[src/rtl/neuron_layer_scheduler.sv]
// Shared-MAC layer: evaluates NUM_NEURONS weighted sums, NUM_IN cycles each; first result NUM_IN+1 cycles after input handshake.
// Each result is held in EMIT until out_ready; in_ready only in IDLE, and a cfg write takes priority over a new vector.
module neuron_layer_scheduler #(
    parameter int INT_WIDTH   = 8,
    parameter int NUM_IN      = 2,
    parameter int NUM_NEURONS = 2,
    parameter int W_WIDTH     = INT_WIDTH + 2,
    parameter int ADDR_W      = (NUM_NEURONS * NUM_IN > 1) ? $clog2(NUM_NEURONS * NUM_IN) : 1,
    parameter int ID_W        = (NUM_NEURONS > 1) ? $clog2(NUM_NEURONS) : 1
) (
    input  logic                          clk,
    input  logic                          rst,
    input  logic                          cfg_we,
    input  logic [ADDR_W-1:0]             cfg_addr,
    input  logic [W_WIDTH-1:0]            cfg_wdata,
    output logic                          cfg_err,
    input  logic                          in_valid,
    output logic                          in_ready,
    input  logic [NUM_IN*INT_WIDTH-1:0]   in_vec,
    output logic                          out_valid,
    input  logic                          out_ready,
    output logic [ID_W-1:0]               out_id,
    output logic [INT_WIDTH-1:0]          out_data,
    output logic                          busy
);

    localparam int TOTAL  = NUM_NEURONS * NUM_IN;
    localparam int I_W    = (NUM_IN > 1) ? $clog2(NUM_IN) : 1;
    localparam int PROD_W = INT_WIDTH + W_WIDTH + 1;
    localparam int ACC_W  = PROD_W + $clog2(NUM_IN + 1);

    typedef enum logic [1:0] {IDLE, MAC, EMIT} state_t;

    state_t                       state, state_nxt;
    logic [NUM_IN*INT_WIDTH-1:0]  x_reg;
    logic [ID_W-1:0]              n;
    logic [I_W-1:0]               i;
    logic signed [ACC_W-1:0]      acc, acc_nxt, acc_shift;
    logic signed [W_WIDTH-1:0]    weights [TOTAL];
    logic [INT_WIDTH-1:0]         x_cur;
    logic signed [W_WIDTH-1:0]    w_cur;
    logic signed [PROD_W-1:0]     x_ext, w_ext, prod;
    logic [INT_WIDTH-1:0]         sat;
    logic                         accept, last_in, last_n, out_fire, cfg_ok;

    assign in_ready  = rst && (state == IDLE) && !cfg_we;
    assign accept    = in_valid && in_ready;
    assign last_in   = (int'(i) == NUM_IN - 1);
    assign last_n    = (int'(n) == NUM_NEURONS - 1);
    assign out_valid = (state == EMIT);
    assign out_fire  = out_valid && out_ready;
    assign out_id    = n;
    assign out_data  = (state == EMIT) ? sat : '0;
    assign busy      = (state != IDLE);
    assign cfg_ok    = (state == IDLE) && (32'(cfg_addr) < 32'(TOTAL));

    always_ff @(posedge clk or negedge rst) begin
        if (!rst) state <= IDLE;
        else      state <= state_nxt;
    end

    always_comb begin
        state_nxt = state;
        case (state)
            IDLE:    if (accept)   state_nxt = MAC;
            MAC:     if (last_in)  state_nxt = EMIT;
            EMIT:    if (out_fire) state_nxt = last_n ? IDLE : MAC;
            default: state_nxt = IDLE;
        endcase
    end

    // Operand selection: current input element and weight[n][i].
    always_comb begin
        x_cur = '0;
        w_cur = '0;
        for (int k = 0; k < NUM_IN; k++)
            if (int'(i) == k) x_cur = x_reg[k*INT_WIDTH +: INT_WIDTH];
        for (int k = 0; k < TOTAL; k++)
            if (int'(n) * NUM_IN + int'(i) == k) w_cur = weights[k];
    end

    assign x_ext     = {{(PROD_W-INT_WIDTH){1'b0}}, x_cur};
    assign w_ext     = {{(PROD_W-W_WIDTH){w_cur[W_WIDTH-1]}}, w_cur};
    assign prod      = x_ext * w_ext;
    assign acc_nxt   = acc + {{(ACC_W-PROD_W){prod[PROD_W-1]}}, prod};
    assign acc_shift = acc >>> INT_WIDTH;

    // Floor-shifted sum is saturated into the unsigned activation range.
    always_comb begin
        sat = acc_shift[INT_WIDTH-1:0];
        if (acc_shift[ACC_W-1])
            sat = '0;
        else if (|acc_shift[ACC_W-2:INT_WIDTH])
            sat = '1;
    end

    always_ff @(posedge clk or negedge rst) begin
        if (!rst) begin
            x_reg <= '0;
            n     <= '0;
            i     <= '0;
            acc   <= '0;
        end else begin
            case (state)
                IDLE: begin
                    if (accept) begin
                        x_reg <= in_vec;
                        n     <= '0;
                        i     <= '0;
                        acc   <= '0;
                    end
                end
                MAC: begin
                    acc <= acc_nxt;
                    i   <= last_in ? '0 : i + 1'b1;
                end
                EMIT: begin
                    if (out_fire) begin
                        acc <= '0;
                        n   <= last_n ? '0 : n + 1'b1;
                    end
                end
                default: ;
            endcase
        end
    end

    // The table only changes in IDLE, so a transaction always sees one consistent set of weights.
    always_ff @(posedge clk or negedge rst) begin
        if (!rst) begin
            for (int k = 0; k < TOTAL; k++) weights[k] <= '0;
            cfg_err <= 1'b0;
        end else begin
            cfg_err <= cfg_we && !cfg_ok;
            for (int k = 0; k < TOTAL; k++)
                if (cfg_we && cfg_ok && 32'(cfg_addr) == k) weights[k] <= cfg_wdata;
        end
    end

endmodule

[config.mk]
export PLATFORM = sky130hd
export DESIGN_NAME = neuron_layer_scheduler
export DESIGN_NICKNAME = d
export VERILOG_FILES = /design/src/rtl/neuron_layer_scheduler.sv
export SDC_FILE = /design/constraint.sdc
export NUM_CORES = 1
export LEC_CHECK = 0
export ABC_AREA = 1
export BUFFER_PORTS_ARGS = -buffer_cell sky130_fd_sc_hd__buf_4
export CAP_MARGIN = 5
export CORE_MARGIN = 1.5
export CORE_UTILIZATION = 61
export DETAILED_ROUTE_END_ITERATION = 10
export GPL_TIMING_DRIVEN = 0
export PLACE_DENSITY_LB_ADDON = 0.3
export SYNTH_ARGS = -nofsm -noshare
export SYNTH_HDL_FRONTEND = slang
export SYNTH_SLANG_ARGS = --single-unit
export TNS_END_PERCENT = 20
[constraint.sdc]
create_clock -name clk -period 7.7 [get_ports clk]
set_clock_uncertainty 0.05 [all_clocks]
set_input_delay 1.925 -clock clk [delete_from_list [all_inputs] [get_ports clk]]
set_output_delay 1.925 -clock clk [all_outputs]
set_load 0.01 [all_outputs]
# After elaboration in Yosys (flattened, before gate mapping)
# Index checks and enable logic that the tools add are counted.
# W data, S select, Z words.
[totals] wordCells=73 register_bits=82 output_inout_bits=13 input_bits=33
[classes] mul=1 n_eq_ne=11 add_sub_neg=4 reduce_logical=25 n_mux=22
[op_table] op="$pmux W21 S3" count=1
[op_table] op="$mux W21" count=2
[op_table] op="$mux W10" count=4
[op_table] op="$eq A32 B2 Y1 const B" count=1
[op_table] op="$eq A32 B3 Y1 const B" count=1
[op_table] op="$logic_not A32 Y1" count=1
[op_table] op="$mux W8" count=4
[op_table] op="$add A21 B21 Y21" count=1
[op_table] op="$mul A9 B10 Y19" count=1
[op_table] op="$logic_and A1 B1 Y1" count=10
[op_table] op="$reduce_and A3 Y1" count=3
[op_table] op="$eq A2 B2 Y1 const B" count=3
[op_table] op="$mux W2" count=3
[op_table] op="$pmux W2 S3" count=1
[op_table] op="$reduce_bool A2 Y1" count=3
[op_table] op="$mux W1" count=5
[op_table] op="$reduce_or A5 Y1" count=1
[op_table] op="$eq A2 B1 Y1 const B" count=2
[op_table] op="$logic_not A2 Y1" count=2
[op_table] op="$ne A2 B2 Y1 const B" count=2
[op_table] op="$pmux W1 S2" count=2
[op_table] op="$reduce_and A2 Y1" count=2
[op_table] op="$add A2 B1 Y3" count=1
[op_table] op="$eq A3 B2 Y1 const B" count=1
[op_table] op="other kinds (4)" count=6

# Longest topological paths before layout
# Gate-level depths: netlist of the first run.
[logic_depth] word_depth=9 ltp_mapped=41 ltp_nobuf=40

# Worst setup path after synthesis of the first run
# No wires, ideal clock.
[synth_path] path_type="reg-to-reg" startpoint="register n (netlist: out_id)" endpoint="register acc[20]" setup_time_ps=118 t_required_ps=7532 arrival_time_ps=5826 synth_period_minus_slack_ps=5994 path_slack_ps=1706 stages_incl_launch_ff=37 path_buffers=1 cell_sequence="dfrtp_1 > inv_1 > clkbuf_1 > nand3_1 > nand2_1 > o21ai_0 > o21ai_0 > inv_1 > nor2_1 > fa_1 > fa_1 > fa_1 > inv_1 > fa_1 > inv_1 > ha_1 > nand2_1 > inv_1 > nand2_1 > nand3_1 > a21oi_1 > o21ai_0 > nand2_1 > inv_1 > o21bai_1 > nand2_1 > ha_1 > nand2_1 > nor2_1 > nand2_1 > inv_1 > nand3_1 > nor2_1 > nand3b_1 > nand3_1 > nand3_1 > nand2_1"
[synth_via] elab_chain_cells=9 elab_cells_between_ends=12 classes_between="add/sub: 2; mul: 1; eq/ne: 3; mux: 5; reduce/logical: 1"
[synth_lines] item="from (decl)" line_no="36" text="logic [ID_W-1:0] n;"
[synth_lines] item="from (signal assigned)" line_no="120" text="n <= last_n ? '0 : n + 1'b1;"
[synth_lines] item="$add A2 B1 Y3 *" line_no="79" text="if (int'(n) * NUM_IN + int'(i) == k) w_cur = weights[k];"
[synth_lines] item="$logic_not A32 Y1" line_no="79"
[synth_lines] item="$mux W10 (3 in series)" line_no="79"
[synth_lines] item="$mux W10 *" line_no="79"
[synth_lines] item="$mul A9 B10 Y19 *" line_no="84" text="assign prod = x_ext * w_ext;"
[synth_lines] item="$add A21 B21 Y21 *" line_no="85" text="assign acc_nxt = acc + {{(ACC_W-PROD_W){prod[PROD_W-1]}}, prod};"
[synth_lines] item="$pmux W21 S3 *" line_no="104" text="case (state)"
[synth_lines] item="to (signal assigned)" line_no="114" text="acc <= acc_nxt;"
[synth_lines] item="to (decl)" line_no="38" text="logic signed [ACC_W-1:0] acc, acc_nxt, acc_shift;"
# Every way passes the cells marked *; elsewhere a longest branch is shown, timed or not.
# A chain may end at the register's enable or synchronous reset.

# Worst setup path after layout of the first run
[layout_path] startpoint="register i" endpoint="register acc[19]"
[layout_via] elab_chain_cells=9 elab_cells_between_ends=13 classes_between="add/sub: 2; mul: 1; eq/ne: 3; mux: 6; reduce/logical: 1"
[layout_lines] item="from (decl)" line_no="37" text="logic [I_W-1:0] i;"
[layout_lines] item="from (signal assigned)" line_no="115" text="i <= last_in ? '0 : i + 1'b1;"
[layout_lines] item="$add A2 B1 Y3" line_no="79"
[layout_lines] item="$logic_not A32 Y1" line_no="79"
[layout_lines] item="$mux W10 (4 in series)" line_no="79"
[layout_lines] item="$mul A9 B10 Y19 *" line_no="84"
[layout_lines] item="$add A21 B21 Y21 *" line_no="85"
[layout_lines] item="$pmux W21 S3 *" line_no="104"
# Marks and branches as above.

==> impl_metrics.env, run 1 <==
export IMPL_hold_end="x_reg[9]"
export IMPL_clkLatencyLatePin_ns=0.36
export IMPL_finalHoldViolCount=0
export IMPL_fmax_mhz=137
export IMPL_clk_pin_slew_ns=0.06
export IMPL_critPathKind="flip-flop to flip-flop"
export IMPL_cts_tree="yes"
export IMPL_core_sq_mm=0.0125
export IMPL_setup_violations=0
export IMPL_crit_arrival_ns=7.48
export IMPL_grt_pass1_vias=6812
export IMPL_ioPinCount=46
export IMPL_drc=0
export IMPL_ys_seq_elements=82
export IMPL_portBuffers=45
export IMPL_tightest_slew_ns=1.07
export IMPL_synthCells=1065
export IMPL_worstReg2RegEnd="acc[19]"
export IMPL_yosys_warnings=0
export IMPL_drt_first_pass_iters=5
export IMPL_synth_top_cells_by_count="nand2_1, inv_1, o21ai_0"
export IMPL_finish_utilization=0.690
export IMPL_cap_violations=0
export IMPL_ys_types=38
export IMPL_dieArea_sq_mm=0.0134
export IMPL_drtIter0Drc=560
export IMPL_grt_pass1_wl_microns=32200
export IMPL_synth_seq_area_share=0.264
export IMPL_final_max_slew_viol_count=0
export IMPL_die_w_microns=116
export IMPL_syn_avg_cell_area_sq_um=7.29
export IMPL_viasPerCell=5.47
export IMPL_cp_max_fo=10
export IMPL_ff2ff_setup_slack_ns=0.41
export IMPL_fin_crit_ns=7.29
export IMPL_synth_area_top_cells="dfrtp_1, fa_1, nand2_1"
export IMPL_required_ns=7.88
export IMPL_die_height_microns=116
export IMPL_largest_reg_flops=40
export IMPL_async_flop_share=1.00
export IMPL_rsz0062_at_grt="false"
export IMPL_wl_per_cell_microns=14.6
export IMPL_area_growth_synth_to_final_pct=11.1
export IMPL_vias=7097
export IMPL_drt_total_wl_microns=18900
export IMPL_maxSlewHeadroom=0.286
export IMPL_track_usage=0.310
export IMPL_setup_slack_ns=0.407
export IMPL_overflow=0
export IMPL_cts_max_path_buffers=2
export IMPL_synth_area_leader_cell="dfrtp_1"
export IMPL_crit_top_cell="nand2_1"
export IMPL_postRouteAntennaNets=0
export IMPL_setup_tns_final_ns=0
export IMPL_syn_nets=1224
export IMPL_cts_sinks=82
export IMPL_start_util=0.620
export IMPL_pre_cts_slack_ns=0.612
export IMPL_layout_nets=1280
export IMPL_worstSetupStartpointType="flip-flop"
export IMPL_synthFlopType="dfrtp_1"
export IMPL_holdWs_ns=0.432
export IMPL_ff2ff_path_depth=29
export IMPL_n_antenna_cell=0
export IMPL_period_share=0.947
export IMPL_hpwl_microns=14400
export IMPL_gp_congestion=0.969
export IMPL_reg2reg_from="i"
export IMPL_ctsHtreeMaxLevel=3
export IMPL_fillCellCount=1102
export IMPL_hold_class="flip-flop to flip-flop"
export IMPL_cts_root_buf="clkbuf_16"
export IMPL_cpPeakStageDelay_ns=0.68
export IMPL_drive_gt1_frac=0.0639
export IMPL_rows=41
export IMPL_synth_top_area_share=0.264
export IMPL_antenna_found_initial=0
export IMPL_synth_most_common_cell="nand2_1"
export IMPL_grt_max_degree=84
export IMPL_status="finished clean"
export IMPL_cp_end_kind="flip-flop"
export IMPL_cts_buffers=9
export IMPL_synth_area_sq_mm=0.00777
export IMPL_hp_start="x_reg[9]"
export IMPL_synth_edf_count=0
export IMPL_cts_setup_buffers=0
export IMPL_slowest_stage="o21ai_0"
export IMPL_hold_depth=2
==> layer usage <==
metal | GRT usage | vias up | wire length, microns
met2 | 0.500 | 262 | 8830
met3 | 0.0429 | 18 | 1440
li1 | - | 3407 | -
met1 | 0.441 | 3410 | 8380
met4 | 0.0935 | 0 | 269
met5 | 0 | - | 0
==> worst max-delay path, delay by kind of cell (launching register included) <==
| kind | cells | cell delay (ns) |
|---|---|---|
| AOI/OAI and AO/OA | 5 | 1.37 |
| adders and majority gates | 6 | 2.70 |
| buffers and inverters | 4 | 0.55 |
| DFF | 1 | 0.36 |
| and+or+nand+nor | 14 | 2.16 |
==> repair_timing <==
item / 4_1_cts / 5_1_grt
endpoints found under the setup margin: 0 / 2
hold buffers: 0 / 0
resized for setup: 0 / 1
==> worst max path at each step <==
stage                     depth (start not counted)      end    from
final                                            29  acc[19]       i
after global routing                             33  acc[20]       i
after CTS                                        30  acc[19]       i
after detailed placement                         30  acc[19]       i
after global placement                           29  acc[19]       i
after floorplan                                  36  acc[20]  out_id
==> cell families after synthesis <==
family,count (synthesis),synth area share
compound gates,172,0.115
simple gates,445,0.228
buf+inv,229,0.112
flops,82,0.264
xor+xnor,11,0.0124
fa+ha+maj,126,0.268
==> layout by cell type, fill, tap and decap left out, types with 7 or more instances in the layout <==
cell type	netlist	routed
clkbuf_1	17	18
clkbuf_16	0	9
fa_1	67	67
nand2_1	280	280
inv_1	206	206
buf_4	0	45
nor2_1	105	105
nand3_1	40	40
a21oi_1	42	42
dfrtp_1	82	82
ha_1	59	59
xor2_1	7	7
o21ai_0	112	111
==> final cells by class <==
type	instances	area, sq um	share of cell area
Clock inverter	4	56.3	0.00652
Timing Repair Buffer	45	338	0.0391
Buffer	20	85.1	0.00986
Multi-Input combinational cell	754	4840	0.561
Inverter	209	785	0.0909
Sequential cell	82	2050	0.238
Clock buffer	12	256	0.0297
Tap cell	172	215	0.0249
==> metrics by stage <==
stage	instance area, sq um	cells
final	8630	1298
after global routing	8630	1298
after CTS	8630	1298
after detailed placement	8320	1282
after global placement	8320	1282
after floorplan	7770	1065
Power of run 1 is not shown: default switching activity piles up to over one toggle a cycle in this logic, so the estimate is an artifact.
==> run 2, diff against run 1 <==
Settings changed: REMOVE_ABC_BUFFERS set to 1.
==> run 2 against run 1 <==
Die area unchanged. Via count fell by 3.7%. Critical path depth up 4. Fmax grew 1.0%. First-iteration DRC count is 10% lower. Cell count shrank 1.2%. Worst setup slack gained 0.075 ns. Critical endpoint is now acc[17].
==> impl_metrics.env, run 2 (synthesis results as in run 1) <==
export IMPL_hold_class="flip-flop to flip-flop"
export IMPL_instances_no_fill=1283
export IMPL_die_height_microns=116
export IMPL_overflow=0
export IMPL_cp_max_fo=15
export IMPL_layout_nets=1265
export IMPL_portBuffers=45
export IMPL_dieArea_sq_mm=0.0134
export IMPL_drive_gt1_frac=0.0720
export IMPL_crit_arrival_ns=7.40
export IMPL_fmax_mhz=139
export IMPL_track_usage=0.298
export IMPL_antenna_found_initial=0
export IMPL_wl_per_cell_microns=14.2
export IMPL_drt_first_pass_iters=5
export IMPL_cts_max_path_buffers=2
export IMPL_setup_tns_final_ns=0
export IMPL_finalHoldViolCount=0
export IMPL_vias=6835
export IMPL_status="finished clean"
export IMPL_holdWs_ns=0.423
export IMPL_rows=41
export IMPL_core_sq_mm=0.0125
export IMPL_layout_commonest_cell="nand2_1"
export IMPL_maxSlewHeadroom=0.270
export IMPL_n_antenna_cell=0
export IMPL_ctsHtreeMaxLevel=3
export IMPL_cpPeakStageDelay_ns=0.57
export IMPL_tightest_slew_ns=1.10
export IMPL_cts_tree="yes"
export IMPL_rsz0062_at_grt="false"
export IMPL_drt_total_wl_microns=18200
export IMPL_cts_root_buf="clkbuf_16"
export IMPL_die_w_microns=116
export IMPL_final_max_slew_viol_count=0
export IMPL_cp_end_kind="flip-flop"
export IMPL_pre_cts_slack_ns=-0.0362
export IMPL_hpwl_microns=13900
export IMPL_grt_pass1_wl_microns=31000
export IMPL_grt_pass1_vias=6637
export IMPL_period_share=0.937
export IMPL_critPathKind="flip-flop to flip-flop"
export IMPL_cts_buffers=9
export IMPL_reg2reg_from="out_id"
export IMPL_cts_sinks=82
export IMPL_slowest_stage="dfrtp_2"
export IMPL_layout_common_cells="nand2_1, inv_1, o21ai_0, nor2_1, dfrtp_1"
export IMPL_critPathLaunch="out_id"
export IMPL_gp_congestion=0.936
export IMPL_dp_cells=1262
export IMPL_cap_violations=0
export IMPL_drc=0
export IMPL_viasPerCell=5.33
export IMPL_grt_max_degree=84
export IMPL_hp_start="x_reg[8]"
export IMPL_ioPinCount=46
export IMPL_area_growth_synth_to_final_pct=10.3
export IMPL_worstSetupStartpointType="flip-flop"
export IMPL_fin_crit_ns=7.22
export IMPL_clkLatencyLatePin_ns=0.36
export IMPL_setup_violations=0
export IMPL_largest_reg_flops=40
export IMPL_postRouteAntennaNets=0
export IMPL_start_util=0.620
export IMPL_drtIter0Drc=502
export IMPL_setup_slack_ns=0.482
export IMPL_clk_pin_slew_ns=0.06
export IMPL_required_ns=7.88
==> run 2: cell types whose count changed in the layout (fill, tap and decap cells not counted), sizes merged <==
| cell | previous run | this run |
|---|---|---|
| clkbuf | 29 | 10 |
| clkinvlp | 0 | 3 |
| buf | 48 | 50 |
| bufinv | 1 | 0 |
| clkinv | 2 | 3 |
| inv | 210 | 209 |
==> run 2: worst paths after layout <==
| check | depth (start not counted) | slack [ns] | to |
|---|---|---|---|
| max | 33 | 0.48 | acc[17] |
| min | 2 | 0.42 | x_reg[8] |
| min in group asynchronous | 1 | 1.64 | acc[9] |
| min reg2reg | 2 | 0.42 | x_reg[8] |
| max reg2reg | 33 | 0.48 | acc[17] |
| max in group asynchronous | 1 | 5.10 | i |
==> run 2: per-stage QoR <==
stage | cell area [sq um] | utilization
CTS | 8510 | 0.680
global placement | 8230 | 0.658
detailed placement | 8230 | 0.658
floorplan | 7680 | -
global route | 8570 | 0.685
finish | 8570 | 0.685
==> run 2: repair_timing <==
action                     in CTS  in global routing
hold buffers                    0                  0
setup buffers                   0                  5
resized for setup               1                 11
setup endpoints to repair       2                  6
==> run 2: area by class of cell <==
cell class	count	area [sq um]
multi-input cells	754	4850
fillers	1096	3950
flip-flops and latches	82	2060
inverters	209	792
repair buffers	50	379
clock buffers	10	229
well taps	172	215
clock inverters	6	47.5
==> run 2: routing by layer <==
metal | GRT usage | part of all wire | vias to the layer above
met3 | 0.0617 | 0.066 | 22
met1 | 0.410 | 0.45 | 3229
met4 | 0.0797 | 0.015 | 0
met5 | 0 | 0 | -
met2 | 0.486 | 0.47 | 207
li1 | - | - | 3377
==> run 2: critical path, delay by kind of cell (launching register included) <==
family                     cells  cell delay [ns]
DFF                            1             0.57
and+or+nand+nor               13             1.79
AOI/OAI and AO/OA              7             1.09
adders and majority gates      6             2.71
buffers and inverters          7             0.88
Power of run 2 is left out for the same reason.
